## config.mk

```make
export PLATFORM = sky130hd
export DESIGN_NAME = eater_ctrl
export DESIGN_NICKNAME = d
export VERILOG_FILES = /design/src/rtl/eater_pkg.sv /design/src/rtl/eater_udecode.sv /design/src/rtl/eater_ctrl.sv
export SDC_FILE = /design/constraint.sdc
export NUM_CORES = 1
export LEC_CHECK = 0
export ABC_AREA = 1
export BUFFER_PORTS_ARGS = -buffer_cell sky130_fd_sc_hd__buf_2
export CAP_MARGIN = 20
export CORE_MARGIN = 5
export CORE_UTILIZATION = 45
export CTS_BUF_LIST = sky130_fd_sc_hd__clkbuf_16
export CTS_CLUSTER_DIAMETER = 50
export DETAILED_ROUTE_END_ITERATION = 10
export PLACE_DENSITY = 0.75
export SLEW_MARGIN = 20
export SYNTH_ARGS = -nofsm -noshare
export SYNTH_HDL_FRONTEND = slang
export SYNTH_SLANG_ARGS = --single-unit
```

## constraint.sdc

```tcl
create_clock -name clk -period 2.2 [get_ports clk]
set_input_delay 0.22 -clock clk [delete_from_list [all_inputs] [get_ports clk]]
set_output_delay 0.22 -clock clk [all_outputs]
set_load 0.005 [all_outputs]
```

## src/rtl/eater_pkg.sv

```systemverilog
// Shared constants for the SAP-1 style microcode controller:
// control-bit positions, opcode values and the 16-bit control word type.
package eater_pkg;

  typedef logic [15:0] ctrl_t;

  localparam int B_HLT = 15;
  localparam int B_MI  = 14;
  localparam int B_RI  = 13;
  localparam int B_RO  = 12;
  localparam int B_IO  = 11;
  localparam int B_II  = 10;
  localparam int B_AI  = 9;
  localparam int B_AO  = 8;
  localparam int B_EO  = 7;
  localparam int B_SU  = 6;
  localparam int B_BI  = 5;
  localparam int B_OI  = 4;
  localparam int B_CE  = 3;
  localparam int B_CO  = 2;
  localparam int B_J   = 1;
  localparam int B_FI  = 0;

  localparam ctrl_t C_HLT = ctrl_t'(1) << B_HLT;
  localparam ctrl_t C_MI  = ctrl_t'(1) << B_MI;
  localparam ctrl_t C_RI  = ctrl_t'(1) << B_RI;
  localparam ctrl_t C_RO  = ctrl_t'(1) << B_RO;
  localparam ctrl_t C_IO  = ctrl_t'(1) << B_IO;
  localparam ctrl_t C_II  = ctrl_t'(1) << B_II;
  localparam ctrl_t C_AI  = ctrl_t'(1) << B_AI;
  localparam ctrl_t C_AO  = ctrl_t'(1) << B_AO;
  localparam ctrl_t C_EO  = ctrl_t'(1) << B_EO;
  localparam ctrl_t C_SU  = ctrl_t'(1) << B_SU;
  localparam ctrl_t C_BI  = ctrl_t'(1) << B_BI;
  localparam ctrl_t C_OI  = ctrl_t'(1) << B_OI;
  localparam ctrl_t C_CE  = ctrl_t'(1) << B_CE;
  localparam ctrl_t C_CO  = ctrl_t'(1) << B_CO;
  localparam ctrl_t C_J   = ctrl_t'(1) << B_J;
  localparam ctrl_t C_FI  = ctrl_t'(1) << B_FI;

  localparam logic [3:0] OP_NOP = 4'd0;
  localparam logic [3:0] OP_LDA = 4'd1;
  localparam logic [3:0] OP_ADD = 4'd2;
  localparam logic [3:0] OP_SUB = 4'd3;
  localparam logic [3:0] OP_STA = 4'd4;
  localparam logic [3:0] OP_LDI = 4'd5;
  localparam logic [3:0] OP_JMP = 4'd6;
  localparam logic [3:0] OP_JC  = 4'd7;
  localparam logic [3:0] OP_JZ  = 4'd8;
  localparam logic [3:0] OP_OUT = 4'd14;
  localparam logic [3:0] OP_HLT = 4'd15;

  localparam ctrl_t FETCH0 = C_CO | C_MI;
  localparam ctrl_t FETCH1 = C_RO | C_II | C_CE;

endpackage

```

## src/rtl/eater_udecode.sv

```systemverilog
// Combinational microcode ROM: (opcode, step, flags) -> control word and
// the last step this opcode actually uses (clamped to STEPS-1).
module eater_udecode
  import eater_pkg::*;
#(
  parameter int STEPS = 5,
  parameter int OP_W  = 4
) (
  input  logic [OP_W-1:0] opcode,
  input  logic [2:0]      step,
  input  logic            cf,
  input  logic            zf,
  output ctrl_t           ctrl,
  output logic [2:0]      last_step
);

  logic [3:0] op;
  logic [2:0] k;
  logic [2:0] n_exec;
  logic [3:0] raw_last;
  ctrl_t      exec;

  // Anything outside the 4-bit opcode space is a NOP.
  assign op = (32'(opcode) > 32'd15) ? OP_NOP : 4'(opcode);
  assign k  = step - 3'd2;

  always_comb begin
    exec   = '0;
    n_exec = 3'd0;
    unique case (op)
      OP_LDA: begin
        n_exec = 3'd2;
        exec   = (k == 3'd0) ? (C_IO | C_MI) : (C_RO | C_AI);
      end
      OP_ADD, OP_SUB: begin
        n_exec = 3'd3;
        case (k)
          3'd0:    exec = C_IO | C_MI;
          3'd1:    exec = C_RO | C_BI;
          default: exec = C_EO | C_AI | C_FI | ((op == OP_SUB) ? C_SU : ctrl_t'(0));
        endcase
      end
      OP_STA: begin
        n_exec = 3'd2;
        exec   = (k == 3'd0) ? (C_IO | C_MI) : (C_AO | C_RI);
      end
      OP_LDI: begin
        n_exec = 3'd1;
        exec   = C_IO | C_AI;
      end
      OP_JMP: begin
        n_exec = 3'd1;
        exec   = C_IO | C_J;
      end
      OP_JC: begin
        n_exec = cf ? 3'd1 : 3'd0;
        exec   = C_IO | C_J;
      end
      OP_JZ: begin
        n_exec = zf ? 3'd1 : 3'd0;
        exec   = C_IO | C_J;
      end
      OP_OUT: begin
        n_exec = 3'd1;
        exec   = C_AO | C_OI;
      end
      OP_HLT: begin
        n_exec = 3'd1;
        exec   = C_HLT;
      end
      default: begin
        n_exec = 3'd0;
        exec   = '0;
      end
    endcase
  end

  always_comb begin
    ctrl = '0;
    if (step == 3'd0)      ctrl = FETCH0;
    else if (step == 3'd1) ctrl = FETCH1;
    else if (k < n_exec)   ctrl = exec;
  end

  assign raw_last  = {1'b0, n_exec} + 4'd1;
  assign last_step = (raw_last > 4'(STEPS - 1)) ? 3'(STEPS - 1) : raw_last[2:0];

endmodule

```

## src/rtl/eater_ctrl.sv

```systemverilog
// Microstep sequencer: step counter with early restart, single-step gating
// and a sticky halt that freezes the step and forces the HLT-only word.
module eater_ctrl
  import eater_pkg::*;
#(
  parameter int STEPS       = 5,
  parameter int OP_W        = 4,
  parameter int EARLY_END   = 1,
  parameter int SINGLE_STEP = 0
) (
  input  logic            clk,
  input  logic            rst,
  input  logic [OP_W-1:0] opcode,
  input  logic            cf,
  input  logic            zf,
  input  logic            step_req,
  output logic [15:0]     ctrl_state,
  output logic [2:0]      step,
  output logic            halted
);

  localparam logic [2:0] STEP_MAX = 3'(STEPS - 1);

  logic [2:0] step_q, step_d, last;
  logic       halted_q, halted_d, en;
  ctrl_t      dec;

  eater_udecode #(.STEPS(STEPS), .OP_W(OP_W)) u_dec (
    .opcode    (opcode),
    .step      (step_q),
    .cf        (cf),
    .zf        (zf),
    .ctrl      (dec),
    .last_step (last)
  );

  assign en = (SINGLE_STEP != 0) ? step_req : 1'b1;

  always_ff @(posedge clk) begin
    if (rst) begin
      step_q   <= 3'd0;
      halted_q <= 1'b0;
    end else begin
      step_q   <= step_d;
      halted_q <= halted_d;
    end
  end

  // A step carrying HLT latches the halt and holds the counter where it is.
  always_comb begin
    step_d   = step_q;
    halted_d = halted_q;
    if (!halted_q && en) begin
      if (dec[B_HLT])
        halted_d = 1'b1;
      else if (((EARLY_END != 0) && (step_q == last)) || (step_q == STEP_MAX))
        step_d = 3'd0;
      else
        step_d = step_q + 3'd1;
    end
  end

  always_comb begin
    ctrl_state = halted_q ? C_HLT : dec;
  end

  assign step   = step_q;
  assign halted = halted_q;

endmodule

```

Yosys cells after proc, flatten, opt, wreduce, memory -nomap -nowiden
Cells that the tools add are included.
{"block": "totals", "mem_bits_rw": 0, "memories": 0, "latch_bits": 0, "romBits": 0, "reg_bits": 4}
{"block": "classes", "addsub": 3, "n_mux": 16, "n_div": 0, "shifts": 0, "eq_ne": 14, "magnitude_cmp": 2, "reduce_logical": 8, "bitwise": 2, "mul": 0}
{"op": "$pmux W16 S7", "n": 1}
{"op": "$mux W16", "n": 4}
{"op": "$pmux W16 S2", "n": 1}
{"op": "$mux W15", "n": 2}
{"op": "$eq A4 B3 Y1 const B", "n": 4}
{"op": "$pmux W3 S5", "n": 1}
{"op": "$eq A4 B4 Y1 const B", "n": 3}
{"op": "$eq A4 B2 Y1 const B", "n": 2}
{"op": "$mux W7", "n": 1}
{"op": "$eq A3 B1 Y1 const B", "n": 2}
{"op": "$logic_not A3 Y1", "n": 2}
{"op": "$mux W3", "n": 2}
{"op": "$add A3 B1 Y4 const B", "n": 1}
{"op": "$eq A4 B1 Y1 const B", "n": 1}
{"op": "$gt A4 B3 Y1 const B", "n": 1}
{"op": "$mux W1", "n": 4}
{"op": "$reduce_or A2 Y1", "n": 2}
{"op": "$reduce_or A4 Y1", "n": 1}
{"op": "$add A3 B1 Y3 const B", "n": 1}
{"op": "$eq A3 B3 Y1", "n": 1}
{"op": "$eq A3 B3 Y1 const B", "n": 1}
{"op": "$lt A3 B3 Y1", "n": 1}
{"op": "$reduce_or A3 Y1", "n": 1}
{"op": "$sub A3 B2 Y3 const B", "n": 1}
{"op": "other kinds (3)", "n": 4}

Depth between registers and ports, before layout
{"block": "logic_depth", "depth_word": 9, "depth_mapped": 16, "depth_no_buf": 16}

Cells and area by module
From an unflattened synthesis, not the netlist that was laid out.
{"block": "hier_totals", "cells_unflattened": 154, "area_unflattened_um2": 813.3}
{"module": "eater_ctrl", "seq_area_each_um2": 80.1, "n_inst": 1, "cells_per_inst": 73, "area_each_um2": 425.4}
{"module": "eater_udecode", "seq_area_each_um2": 0.0, "n_inst": 1, "cells_per_inst": 81, "area_each_um2": 387.9}

Worst setup path before layout
Ideal clock, no wire load.
{"block": "synth_timing", "path_kind": "input-to-output", "startpoint": "input opcode[0]", "endpoint": "output ctrl_state[7]", "n_path_buf": 1, "stages": 12, "path_slack_ns": 0.314, "t_arrival_ns": 1.666, "path_cell_list": "inv_1 > nand2_2 > a21oi_2 > ha_1 > nand2_1 > nand2_1 > nor2_4 > nand2_2 > nor2_4 > nand3_2 > inv_1 > buf_4"}
{"block": "synth_via", "elab_chain_cells": 8, "word_cells_on_any_way": 21, "cone_classes": "order compare (1); eq/ne (10); mux (6); reduce/logical (4)"}
{"element": "start, declared", "line_no": "eater_ctrl.sv:13", "text": "input logic [OP_W-1:0] opcode,"}
{"element": "$eq A4 B3 Y1 (tied with other cells)", "line_no": "eater_udecode.sv:30", "text": "unique case (op)"}
{"element": "$reduce_or A4 Y1 (no line) (tied with other cells)"}
{"element": "$pmux W3 S5", "line_no": "eater_udecode.sv:30"}
{"element": "$lt A3 B3 Y1", "line_no": "eater_udecode.sv:82", "text": "else if (k < n_exec) ctrl = exec;"}
{"element": "$mux W16 (*)", "line_no": "eater_udecode.sv:82"}
{"element": "$mux W16 (*)", "line_no": "eater_udecode.sv:81", "text": "else if (step == 3'd1) ctrl = FETCH1;"}
{"element": "$mux W16 (*)", "line_no": "eater_udecode.sv:80", "text": "if (step == 3'd0) ctrl = FETCH0;"}
{"element": "$mux W16 (*)", "line_no": "eater_ctrl.sv:64", "text": "ctrl_state = halted_q ? C_HLT : dec;"}
{"element": "end, declared", "line_no": "eater_ctrl.sv:17", "text": "output logic [15:0] ctrl_state,"}
Mark *: on every way between the ends. The rest lies on a longest branch, timed or not.

Worst setup path after layout
{"block": "layout_timing", "startpoint": "input opcode[1]", "endpoint": "output ctrl_state[6]"}
{"block": "layout_via", "elab_chain_cells": 8, "word_cells_on_any_way": 23, "cone_classes": "order compare (1); eq/ne (10); mux (8); reduce/logical (4)"}
{"element": "$eq A4 B3 Y1 (tied with other cells)", "line_no": "eater_udecode.sv:30"}
{"element": "$reduce_or A4 Y1 (no line) (tied with other cells)"}
{"element": "$pmux W3 S5 / $pmux W16 S2 (equally long branches)", "line_no": "eater_udecode.sv:30, eater_udecode.sv:37"}
{"element": "$lt A3 B3 Y1 / $pmux W16 S7 (equally long branches)", "line_no": "eater_udecode.sv:82, eater_udecode.sv:30"}
{"element": "$mux W16 (*)", "line_no": "eater_udecode.sv:82"}
{"element": "$mux W16 (*)", "line_no": "eater_udecode.sv:81"}
{"element": "$mux W16 (*)", "line_no": "eater_udecode.sv:80"}
{"element": "$mux W16 (*)", "line_no": "eater_ctrl.sv:64"}
Marked as above.

==> results.py <==
metrics = {
    "min_path": {
        "hold_class": "input pin to flop",
    },
    "critical_path": {
        "worstPathMaxFanout": 5,
        "cp-start-kind": "input pin",
        "r2r_slack_ns": 0.58,
        "worst_setup_path_end_kind": "primary output",
        "crit_required_ns": 1.98,
        "crit_type": "input pin to primary output",
        "arrival_ns": 1.85,
    },
    "yosys": {
        "yosysWarnings": 0,
        "syn_nets": 149,
        "syn_area_per_cell_sq_um": 5.67,
        "synthCells": 133,
        "ys_seq_elements": 4,
        "syn_area_sq_um": 754,
        "synth.distinct_cells": 20,
        "yosysSeqAreaShare": 0.106,
    },
    "floorplanning": {
        "placementRows": 14,
        "initial_core_util": 0.489,
        "die_w_microns": 50.9,
        "design.core.area_sq_mm": 0.00154,
        "dieArea_sq_mm": 0.00260,
        "io_pins": 29,
        "die_h_microns": 50.9,
    },
    "finish": {
        "drive_above_1_share": 0.436,
        "area_growth_pct": 35.3,
        "layout_common_cells": "29 x nand2_1, 27 x buf_2, 21 x inv_1, 16 x nor2_1, 12 x nand2_2",
        "stdcell_area_sq_mm": 0.00102,
        "seqCellArea_sq_um": 81.3,
        "fillCellCount": 146,
        "nets": 183,
        "diodes": 0,
        "multiInputGateArea_sq_um": 564,
        "layout_commonest_cell": "nand2_1",
    },
    "outcome": {
        "status": "completed",
    },
    "global_routing": {
        "grt_antenna_before_repair": 0,
        "grt_pass1_wl_mm": 3.02,
        "gr-total-overflow": 0,
        "grt_pass1_vias": 733,
        "grt_usage": 0.141,
        "grt_max_degree": 8,
    },
    "detailed_routing": {
        "firstDrtPassIters": 4,
        "route.antenna.remaining_nets": 0,
        "vias": 884,
        "routed_via_density": 4.88,
        "wl_mm": 1.89,
        "remaining_drc_errors": 0,
        "dr.first_iter.drc_count": 16,
        "routedWlPerCell_microns": 10.4,
    },
    "timing": {
        "final-max-slew-violation-count": 0,
        "max_freq_mhz": 483,
        "tightest_slew_ns": 0.249,
        "holdWs_ns": 0.298,
        "finalHoldViolations": 0,
        "relSlewSlack": 0.833,
        "setup_violations": 0,
        "period_share": 0.942,
        "min_period_ns": 2.07,
        "skew_ns": 0.00558,
    },
    "place": {
        "routabilityCongestion": 0.867,
        "portBuffers": 27,
        "place_area_sq_um": 902,
        "place.detailed.hpwl_mm": 1.48,
    },
    "clock_network": {
        "cts_hold_buf": 0,
        "clockRootBuffer": "clkbuf_16",
        "htreeDepth": 1,
        "numClockSinks": 4,
        "numCtsBuffers": 3,
        "cts_buffer_depth": 2,
        "clkSlewWorstSetupHoldPaths_ns": 0.03,
        "clk_latency_ns": 0.23,
        "cts_tree": "yes",
    },
    "power_and_ir_drop": {
        "powerDensity_mw_per_mm2": 778,
        "ir_drop_v": 0.000680,
        "leakagePower_uw": 0.000624,
    },
    "flow_run": {
        "cap_violations": 0,
    },
}
## worst max-delay path, stage by stage
cell and delay [ns]:
buf_2 0.14, inv_4 0.08, nand2_2 0.08, nor2_2 0.14, nand2_1 0.07, nand4_1 0.13
ha_2 0.18, inv_1 0.03, nand2_1 0.06, nand2_2 0.07, nor2_4 0.10, nand2_2 0.08
nor2_4 0.17, nand3_2 0.11, nor2_2 0.08, buf_2 0.11
## cells in the mapped netlist
master,number,area share
buf_4,3,0.030
nor3_1,2,0.013
nor2_1,19,0.095
nand2_1,32,0.16
inv_1,24,0.12
dfxtp_1,4,0.11
nand2_2,9,0.075
a21oi_1,3,0.020
inv_2,4,0.020
o21ai_2,1,0.012
ha_1,7,0.12
o21ai_1,1,0.0066
nand4_1,3,0.025
nand2_4,2,0.030
nor2_2,4,0.033
o21ai_0,3,0.020
nand3_2,3,0.040
a21oi_2,1,0.012
nand3_1,6,0.040
nor2_4,2,0.030
## routing by layer
metal / up-vias / GRT usage / share of wire
met1: 384 / 0.183 / 0.44
met3: 0 / 0.0407 / 0.079
li1: 467 / - / -
met2: 33 / 0.240 / 0.49
met5: - / 0 / 0
met4: 0 / 0.0128 / 0
## registers in the layout, summed over array words and instances (netlist names)
| name | count |
|---|---|
| step | 3 |
| halted | 1 |
## layout make-up
cell class / instances / share of cell area
Inverter: 28 / 0.105
Clock buffer: 3 / 0.0735
Timing Repair Buffer: 32 / 0.169
Tap cell: 16 / 0.0196
Sequential cell: 4 / 0.0797
Multi-Input combinational cell: 98 / 0.553
## through the flow
| step | setup WS, ns | setup TNS (ns) | instances | util | power, uW |
|---|---|---|---|---|---|
| final | 0.128 | 0 | 181 | 0.662 | 794 |
| after global routing | -0.0399 | -0.234 | 181 | 0.662 | 861 |
| after CTS | 0.0259 | 0 | 178 | 0.634 | 779 |
| after detailed placement | 0.0494 | 0 | 175 | 0.585 | 484 |
| after global placement | 0.110 | 0 | 175 | 0.585 | 477 |
| after floorplan | 0.314 | 0 | 133 | - | 383 |
## what timing repair did
item / in CTS / in global routing
endpoints found under the setup margin: 0 / 11
resized for setup: 0 / 13
buffers inserted: 0 / 3
## logic make-up (layout without fill, tap and decap cells)
| logic type | Yosys count | in the layout | share of synthesized area |
|---|---|---|---|
| and+or+nand+nor | 82 | 82 | 0.539 |
| adders and majority gates | 7 | 7 | 0.116 |
| buffers and inverters | 31 | 63 | 0.169 |
| AOI/OAI and AO/OA | 9 | 9 | 0.0696 |
| DFF | 4 | 4 | 0.106 |
## report_power, final
group	internal [uW]	switching, uW
Combinational	153	243
Sequential	89.9	20.8
Clock	233	54.4
## worst paths after layout
check	cells past startpoint	start	endpoint
worst max-delay path	16	opcode[1]	ctrl_state[6]
worst min-delay path	4	rst	halted
worst max register to register	12	step[1]	step[0]
worst min register to register	2	step[1]	step[1]
No activity file was read; power rests on OpenSTA's default activity.
